==> src/rtl/value_stack_pkg.sv <==
// Shared op/trap encodings and the per-op depth requirement table for the
// operand stack; the CPU decoder imports the same package.
package value_stack_pkg;

    localparam logic [2:0] STACK_NOP     = 3'd0;
    localparam logic [2:0] STACK_PUSH    = 3'd1;
    localparam logic [2:0] STACK_POP     = 3'd2;
    localparam logic [2:0] STACK_UNARY   = 3'd3;
    localparam logic [2:0] STACK_BINARY  = 3'd4;
    localparam logic [2:0] STACK_SELECT  = 3'd5;
    localparam logic [2:0] STACK_DUP     = 3'd6;
    localparam logic [2:0] STACK_ILLEGAL = 3'd7;

    localparam logic [3:0] TRAP_NONE      = 4'd0;
    localparam logic [3:0] TRAP_UNDERFLOW = 4'd1;
    localparam logic [3:0] TRAP_OVERFLOW  = 4'd2;
    localparam logic [3:0] TRAP_ILLEGAL   = 4'd3;

    // min_depth: entries that must exist before the op; grows: op adds one entry.
    typedef struct packed {
        logic [2:0] min_depth;
        logic       grows;
    } op_req_t;

    function automatic op_req_t op_req(input logic [2:0] op);
        op_req_t r;
        r = '{min_depth: 3'd0, grows: 1'b0};
        case (op)
            STACK_PUSH:   r = '{min_depth: 3'd0, grows: 1'b1};
            STACK_POP:    r = '{min_depth: 3'd1, grows: 1'b0};
            STACK_UNARY:  r = '{min_depth: 3'd1, grows: 1'b0};
            STACK_BINARY: r = '{min_depth: 3'd2, grows: 1'b0};
            STACK_SELECT: r = '{min_depth: 3'd3, grows: 1'b0};
            STACK_DUP:    r = '{min_depth: 3'd1, grows: 1'b1};
            default:      r = '{min_depth: 3'd0, grows: 1'b0};
        endcase
        return r;
    endfunction

endpackage

==> src/rtl/stack_ram.sv <==
// DEPTH x WIDTH storage for the operand stack: one synchronous write port
// and two asynchronous read ports used to refill nos after a depth decrease.
module stack_ram #(
    parameter int WIDTH = 64,
    parameter int DEPTH = 16,
    parameter int AW    = 4
) (
    input  logic             clk,
    input  logic             we,
    input  logic [AW-1:0]    waddr,
    input  logic [WIDTH-1:0] wdata,
    input  logic [AW-1:0]    raddr_a,
    output logic [WIDTH-1:0] rdata_a,
    input  logic [AW-1:0]    raddr_b,
    output logic [WIDTH-1:0] rdata_b
);

    logic [WIDTH-1:0] mem [DEPTH];

    // Contents need no reset: nothing is read back above the live depth.
    always_ff @(posedge clk) begin
        if (we) begin
            mem[waddr] <= wdata;
        end
    end

    assign rdata_a = mem[raddr_a];
    assign rdata_b = mem[raddr_b];

endmodule

==> src/rtl/value_stack.sv <==
// WebAssembly operand stack: depth counter, registered tos/nos, legality
// check and sticky trap register around a stack_ram of DEPTH entries.
module value_stack
    import value_stack_pkg::*;
#(
    parameter int  WIDTH = 64,
    parameter int  DEPTH = 16,
    localparam int DW    = $clog2(DEPTH + 1)
) (
    input  logic             clk,
    input  logic             reset,
    // op_valid is a single-cycle strobe with no ready: every cycle it is
    // sampled high consumes exactly one op, and results are visible next cycle.
    input  logic             op_valid,
    input  logic [2:0]       op,
    input  logic [WIDTH-1:0] push_data,
    output logic [WIDTH-1:0] tos,
    output logic [WIDTH-1:0] nos,
    output logic [DW-1:0]    depth,
    output logic             empty,
    output logic             full,
    output logic [3:0]       trap
);

    localparam int AW = $clog2(DEPTH);

    logic [DW-1:0]    depth_q, depth_d;
    logic [WIDTH-1:0] tos_q, tos_d;
    logic [WIDTH-1:0] nos_q, nos_d;
    logic [3:0]       trap_q, trap_d;

    logic             we;
    logic [AW-1:0]    waddr;
    logic [WIDTH-1:0] wdata;
    logic [AW-1:0]    raddr_a, raddr_b;
    logic [WIDTH-1:0] rdata_a, rdata_b;
    op_req_t          req;
    logic [DW-1:0]    need;

    // Refill sources: entry depth-3 after a net -1, entry depth-4 after a net -2.
    assign raddr_a = AW'(depth_q - DW'(3));
    assign raddr_b = AW'(depth_q - DW'(4));

    stack_ram #(
        .WIDTH (WIDTH),
        .DEPTH (DEPTH),
        .AW    (AW)
    ) u_ram (
        .clk     (clk),
        .we      (we),
        .waddr   (waddr),
        .wdata   (wdata),
        .raddr_a (raddr_a),
        .rdata_a (rdata_a),
        .raddr_b (raddr_b),
        .rdata_b (rdata_b)
    );

    assign req  = op_req(op);
    assign need = {{(DW-3){1'b0}}, req.min_depth};

    always_comb begin
        depth_d = depth_q;
        tos_d   = tos_q;
        nos_d   = nos_q;
        trap_d  = trap_q;
        we      = 1'b0;
        waddr   = AW'(depth_q);
        wdata   = push_data;
        if (op_valid && trap_q == TRAP_NONE) begin
            if (op == STACK_ILLEGAL) begin
                trap_d = TRAP_ILLEGAL;
            end else if (depth_q < need) begin
                trap_d = TRAP_UNDERFLOW;
            end else if (req.grows && depth_q == DW'(DEPTH)) begin
                trap_d = TRAP_OVERFLOW;
            end else begin
                case (op)
                    STACK_PUSH: begin
                        we      = 1'b1;
                        tos_d   = push_data;
                        nos_d   = tos_q;
                        depth_d = depth_q + DW'(1);
                    end
                    STACK_POP: begin
                        tos_d   = nos_q;
                        nos_d   = (depth_q >= DW'(3)) ? rdata_a : '0;
                        depth_d = depth_q - DW'(1);
                    end
                    STACK_UNARY: begin
                        we    = 1'b1;
                        waddr = AW'(depth_q - DW'(1));
                        tos_d = push_data;
                    end
                    STACK_BINARY: begin
                        we      = 1'b1;
                        waddr   = AW'(depth_q - DW'(2));
                        tos_d   = push_data;
                        nos_d   = (depth_q >= DW'(3)) ? rdata_a : '0;
                        depth_d = depth_q - DW'(1);
                    end
                    STACK_SELECT: begin
                        we      = 1'b1;
                        waddr   = AW'(depth_q - DW'(3));
                        tos_d   = push_data;
                        nos_d   = (depth_q >= DW'(4)) ? rdata_b : '0;
                        depth_d = depth_q - DW'(2);
                    end
                    STACK_DUP: begin
                        we      = 1'b1;
                        wdata   = tos_q;
                        nos_d   = tos_q;
                        depth_d = depth_q + DW'(1);
                    end
                    default: ;
                endcase
            end
        end
    end

    always_ff @(posedge clk or negedge reset) begin
        if (!reset) begin
            depth_q <= '0;
            tos_q   <= '0;
            nos_q   <= '0;
            trap_q  <= TRAP_NONE;
        end else begin
            depth_q <= depth_d;
            tos_q   <= tos_d;
            nos_q   <= nos_d;
            trap_q  <= trap_d;
        end
    end

    assign tos   = tos_q;
    assign nos   = nos_q;
    assign depth = depth_q;
    assign empty = (depth_q == '0);
    assign full  = (depth_q == DW'(DEPTH));
    assign trap  = trap_q;

endmodule

==> config.mk <==
export PLATFORM = sky130hd
export DESIGN_NAME = value_stack
export DESIGN_NICKNAME = d
export VERILOG_FILES = /design/src/rtl/value_stack_pkg.sv /design/src/rtl/stack_ram.sv /design/src/rtl/value_stack.sv
export SDC_FILE = /design/constraint.sdc
export NUM_CORES = 2
export LEC_CHECK = 0
export CAP_MARGIN = 10
export CORE_UTILIZATION = 60
export CTS_CLUSTER_SIZE = 30
export DETAILED_ROUTE_END_ITERATION = 7
export PLACE_DENSITY = 0.79
export SYNTH_ARGS = -nofsm -noshare
export SYNTH_HDL_FRONTEND = slang
export SYNTH_SLANG_ARGS = --single-unit
export TNS_END_PERCENT = 50
==> constraint.sdc <==
create_clock -name clk -period 8.9 [get_ports clk]
set_input_delay 0.89 -clock clk [delete_from_list [all_inputs] [get_ports clk]]
set_output_delay 0.89 -clock clk [all_outputs]
set_load 0.05 [all_outputs]
==> reports/metrics.csv <==
stage,metric,value,unit
run_status,status,finished clean,
synthesis,synthDistinctLibCells,68,
drt,routed_via_density,7.445,
flow_run,max_cap_viol_count,0,
sta,final.setup.tns,0,ps
critical_path,startpoint_type,input port,
placed_design,gp_congestion,0.8599,
synthesis,yosysWarningCount,0,
critical_path,cp.required,9320,ps
clocking,cts_setup_buffers,0,
critical_path,critPathMaxFanout,43,
clocking,clock_path_buffers,3,
critical_path,r2r_cells,9,
die,coreArea,0.09015,sq mm
sta,finalHoldViolCount,0,
synthesis,yosysSeqAreaShare,62.48,%
die,fp.dieW,303.7,um
critical_path,crit_start,op[2],
die,fp.dieArea,0.09224,sq mm
power,power.share.switching,22.87,%
sta,holdWs,71.65,ps
layout,fin_nets,3274,
global_routing,grt_pass1_wl,219600,um
sta,slew-limit-headroom,17.72,%
clocking,root_buffer,clkbuf_16,
synthesis,synthTopCellsByArea,"edfxtp_1 56%, mux4_2 18%, dfrtp_1 6.2%, mux2i_1 5.9%, a21oi_1 1.8%",
power,internal_power,9.196,mW
synthesis,async_reset_ff_share,11.65,%
drt,num_vias,33288,
power,power_per_cell_area,193.3,mW/mm^2
critical_path,critical_path_class,in2reg,
sta,setup_viol,0,
clocking,cts.sinks,1159,
drt,drt_iter0_drc,4755,
clocking,cts_buffers,115,
power,p_leak,20.91,nW
drt,drt_pass1_iterations,8,
die,io_pins,209,
synthesis,synth_edf_count,1024,
power,p_sw,2.727,mW
drt,drtAntennaViolNets,0,
layout,syn_to_final_growth,12.91,%
layout,regArea,0.03414,sq mm
synthesis,synth-seq-cells,1159,
synthesis,synth_commonest_cells,"1024 x edfxtp_1, 448 x mux4_2, 321 x mux2i_1",
global_routing,grt.total_usage,32.29,%
sta,fin_crit_sh,62.15,%
synthesis,syn_area_per_cell,17.88,sq um
critical_path,cp_data_arrival_time,5950,ps
die,die_h,303.7,um
power,p_clk_share,41.4,%
clocking,post_cts_resize_count,0,
placed_design,portBuffers,206,
synthesis,synth.most_common_cell,edfxtp_1,
min_path,hp-class,in2async,
sta,min_period,5531,ps
sta,rsz0062_at_grt,no,
clocking,clock_latency,710,ps
placed_design,hpwlAfterDp,77550,um
clocking,cts_hold_buf,0,
global_routing,antenna_found_initial,0,
clocking,cts.clk_slew.worst_paths,60,ps
synthesis,synth_area_leader_cell,edfxtp_1,
synthesis,syn-cell-area,0.05462,sq mm
global_routing,grt_max_degree,142,
global_routing,grt_pass1_vias,33880,
sta,finClkSkew,33.12,ps
layout,multiInputGateArea,0.01949,sq mm
die,initial_core_util,60.59,%
drt,routedWlPerCell,33.33,um
power,peakVddDrop,0.2239,mV
critical_path,critPathCaptureType,flop,
sta,max_freq,180.8,MHz
drt,drc,0,
layout,layout-drive-gt1-share,26.28,%
global_routing,overflow,0,
layout,fill_cells,5447,
power,combPwrFrac,8.3,%
synthesis,syn-instance-count,3055,
drt,wirelength,149000,um
sta,slew_viol_final,0,
power,seqPwrFrac,50.3,%
clocking,h-tree-depth,3,
die,fp-row-count,110,
clocking,cts_tree,done,
synthesis,ys.flop_type,edfxtp_1,
critical_path,rr_startpoint,depth[0]$_DFFE_PN0P_,
layout,n_antenna_cell,0,
sta,max_slew.worst_pin.slew,1234,ps
synthesis,synth_top_area_share,56.30,%
## path summary, 6_finish.rpt
check	end	slack, ps
max in group asynchronous	depth[1]$_DFFE_PN0P_	6720
min in group clk	trap[1]$_DFFE_PN0P_	530
setup / recovery	u_ram.mem[11][36]$_DFFE_PP_	3370
hold reg to reg	trap[1]$_DFFE_PN0P_	530
setup reg to reg	u_ram.mem[14][24]$_DFFE_PP_	3420
hold / removal	tos[5]$_DFFE_PN0P_	70
## power by group through the flow
stage	logic (mW)	registers (mW)	clock network (mW)
2_1_floorplan	0.578	6.18	0
3_3_place_gp	0.946	6.10	0
3_5_place_dp	0.976	6.10	0
4_1_cts	0.985	5.99	4.96
5_1_grt	1.04	5.99	5.17
6_report	0.995	5.99	4.94
## logic make-up after synthesis
family	after synthesis	share of synthesized area [%]
xor+xnor	8	0.1283
flops	1159	62.48
other cells	1	0.006866
simple gates	214	1.746
buf+inv	266	2.130
fa+ha+maj	12	0.2749
mux	897	27.41
compound gates	498	5.825
## metrics by stage
step / worst slack (ps) / instances / power, mW / util, % / area [sq um]
4_1_cts: 3445 / 4471 / 11.93 / 68.41 / 61670
6_report: 3369 / 4471 / 11.92 / 68.41 / 61670
3_5_place_dp: 2837 / 4251 / 7.078 / 64.09 / 57780
5_1_grt: 3108 / 4471 / 12.20 / 68.41 / 61670
2_1_floorplan: 631.3 / 3056 / 6.756 / - / 54620
3_3_place_gp: 2997 / 4251 / 7.046 / 64.09 / 57780
## sequential cells by signal (all words and copies together), names as in the netlist
signal / count
trap: 2
depth: 5
nos: 64
u_ram.mem: 1024
tos: 64
## worst max-delay path, cell delays in order
cell and delay (ps):
clkdlybuf4s50_1 930, nor2b_1 400, inv_1 140, ha_1 360, o21ai_1 150, nor2_4 290
buf_4 490, and3_4 1080, buf_4 700, mux2_4 440
## layout make-up
| type | instances | share of cell area, % |
|---|---|---|
| sequential | 1159 | 55.35 |
| timing repair buffer | 274 | 4.275 |
| tap | 1176 | 2.386 |
| inverter | 11 | 0.07507 |
| clock inverter | 63 | 1.110 |
| multi-input combinational | 1631 | 31.60 |
| clock buffer | 157 | 5.200 |
## layer usage
| layer | global-route usage, % | share of wire (%) | vias up |
|---|---|---|---|
| met2 | 50.45 | 47 | 2653 |
| li1 | - | - | 13107 |
| met3 | 7.763 | 13 | 414 |
| met1 | 44.62 | 36 | 17114 |
| met4 | 12.31 | 3.7 | 0 |
| met5 | 0 | 0 | - |
## cells in the final DEF, fill, tap and decap left out, drive strengths merged, types with 4 or more instances in the layout
| cell type | instances |
|---|---|
| edfxtp | 1024 |
| mux4 | 448 |
| mux2i | 321 |
| clkdlybuf4s50 | 205 |
| a21oi | 198 |
| clkbuf | 157 |
| nor2 | 137 |
| dfrtp | 135 |
| mux2 | 128 |
| buf | 69 |
| o22ai | 65 |
| a221oi | 65 |
| a22oi | 64 |
| a31oi | 64 |
| clkinv | 41 |
| nand2 | 18 |
| nor3 | 17 |
| inv | 15 |
| ha | 12 |
| bufinv | 11 |
| o21ai | 9 |
| clkinvlp | 7 |
| nor2b | 7 |
| xnor2 | 7 |
| nand3 | 5 |
| nor3b | 4 |
Note: power is estimated with default switching activity, not from simulation.
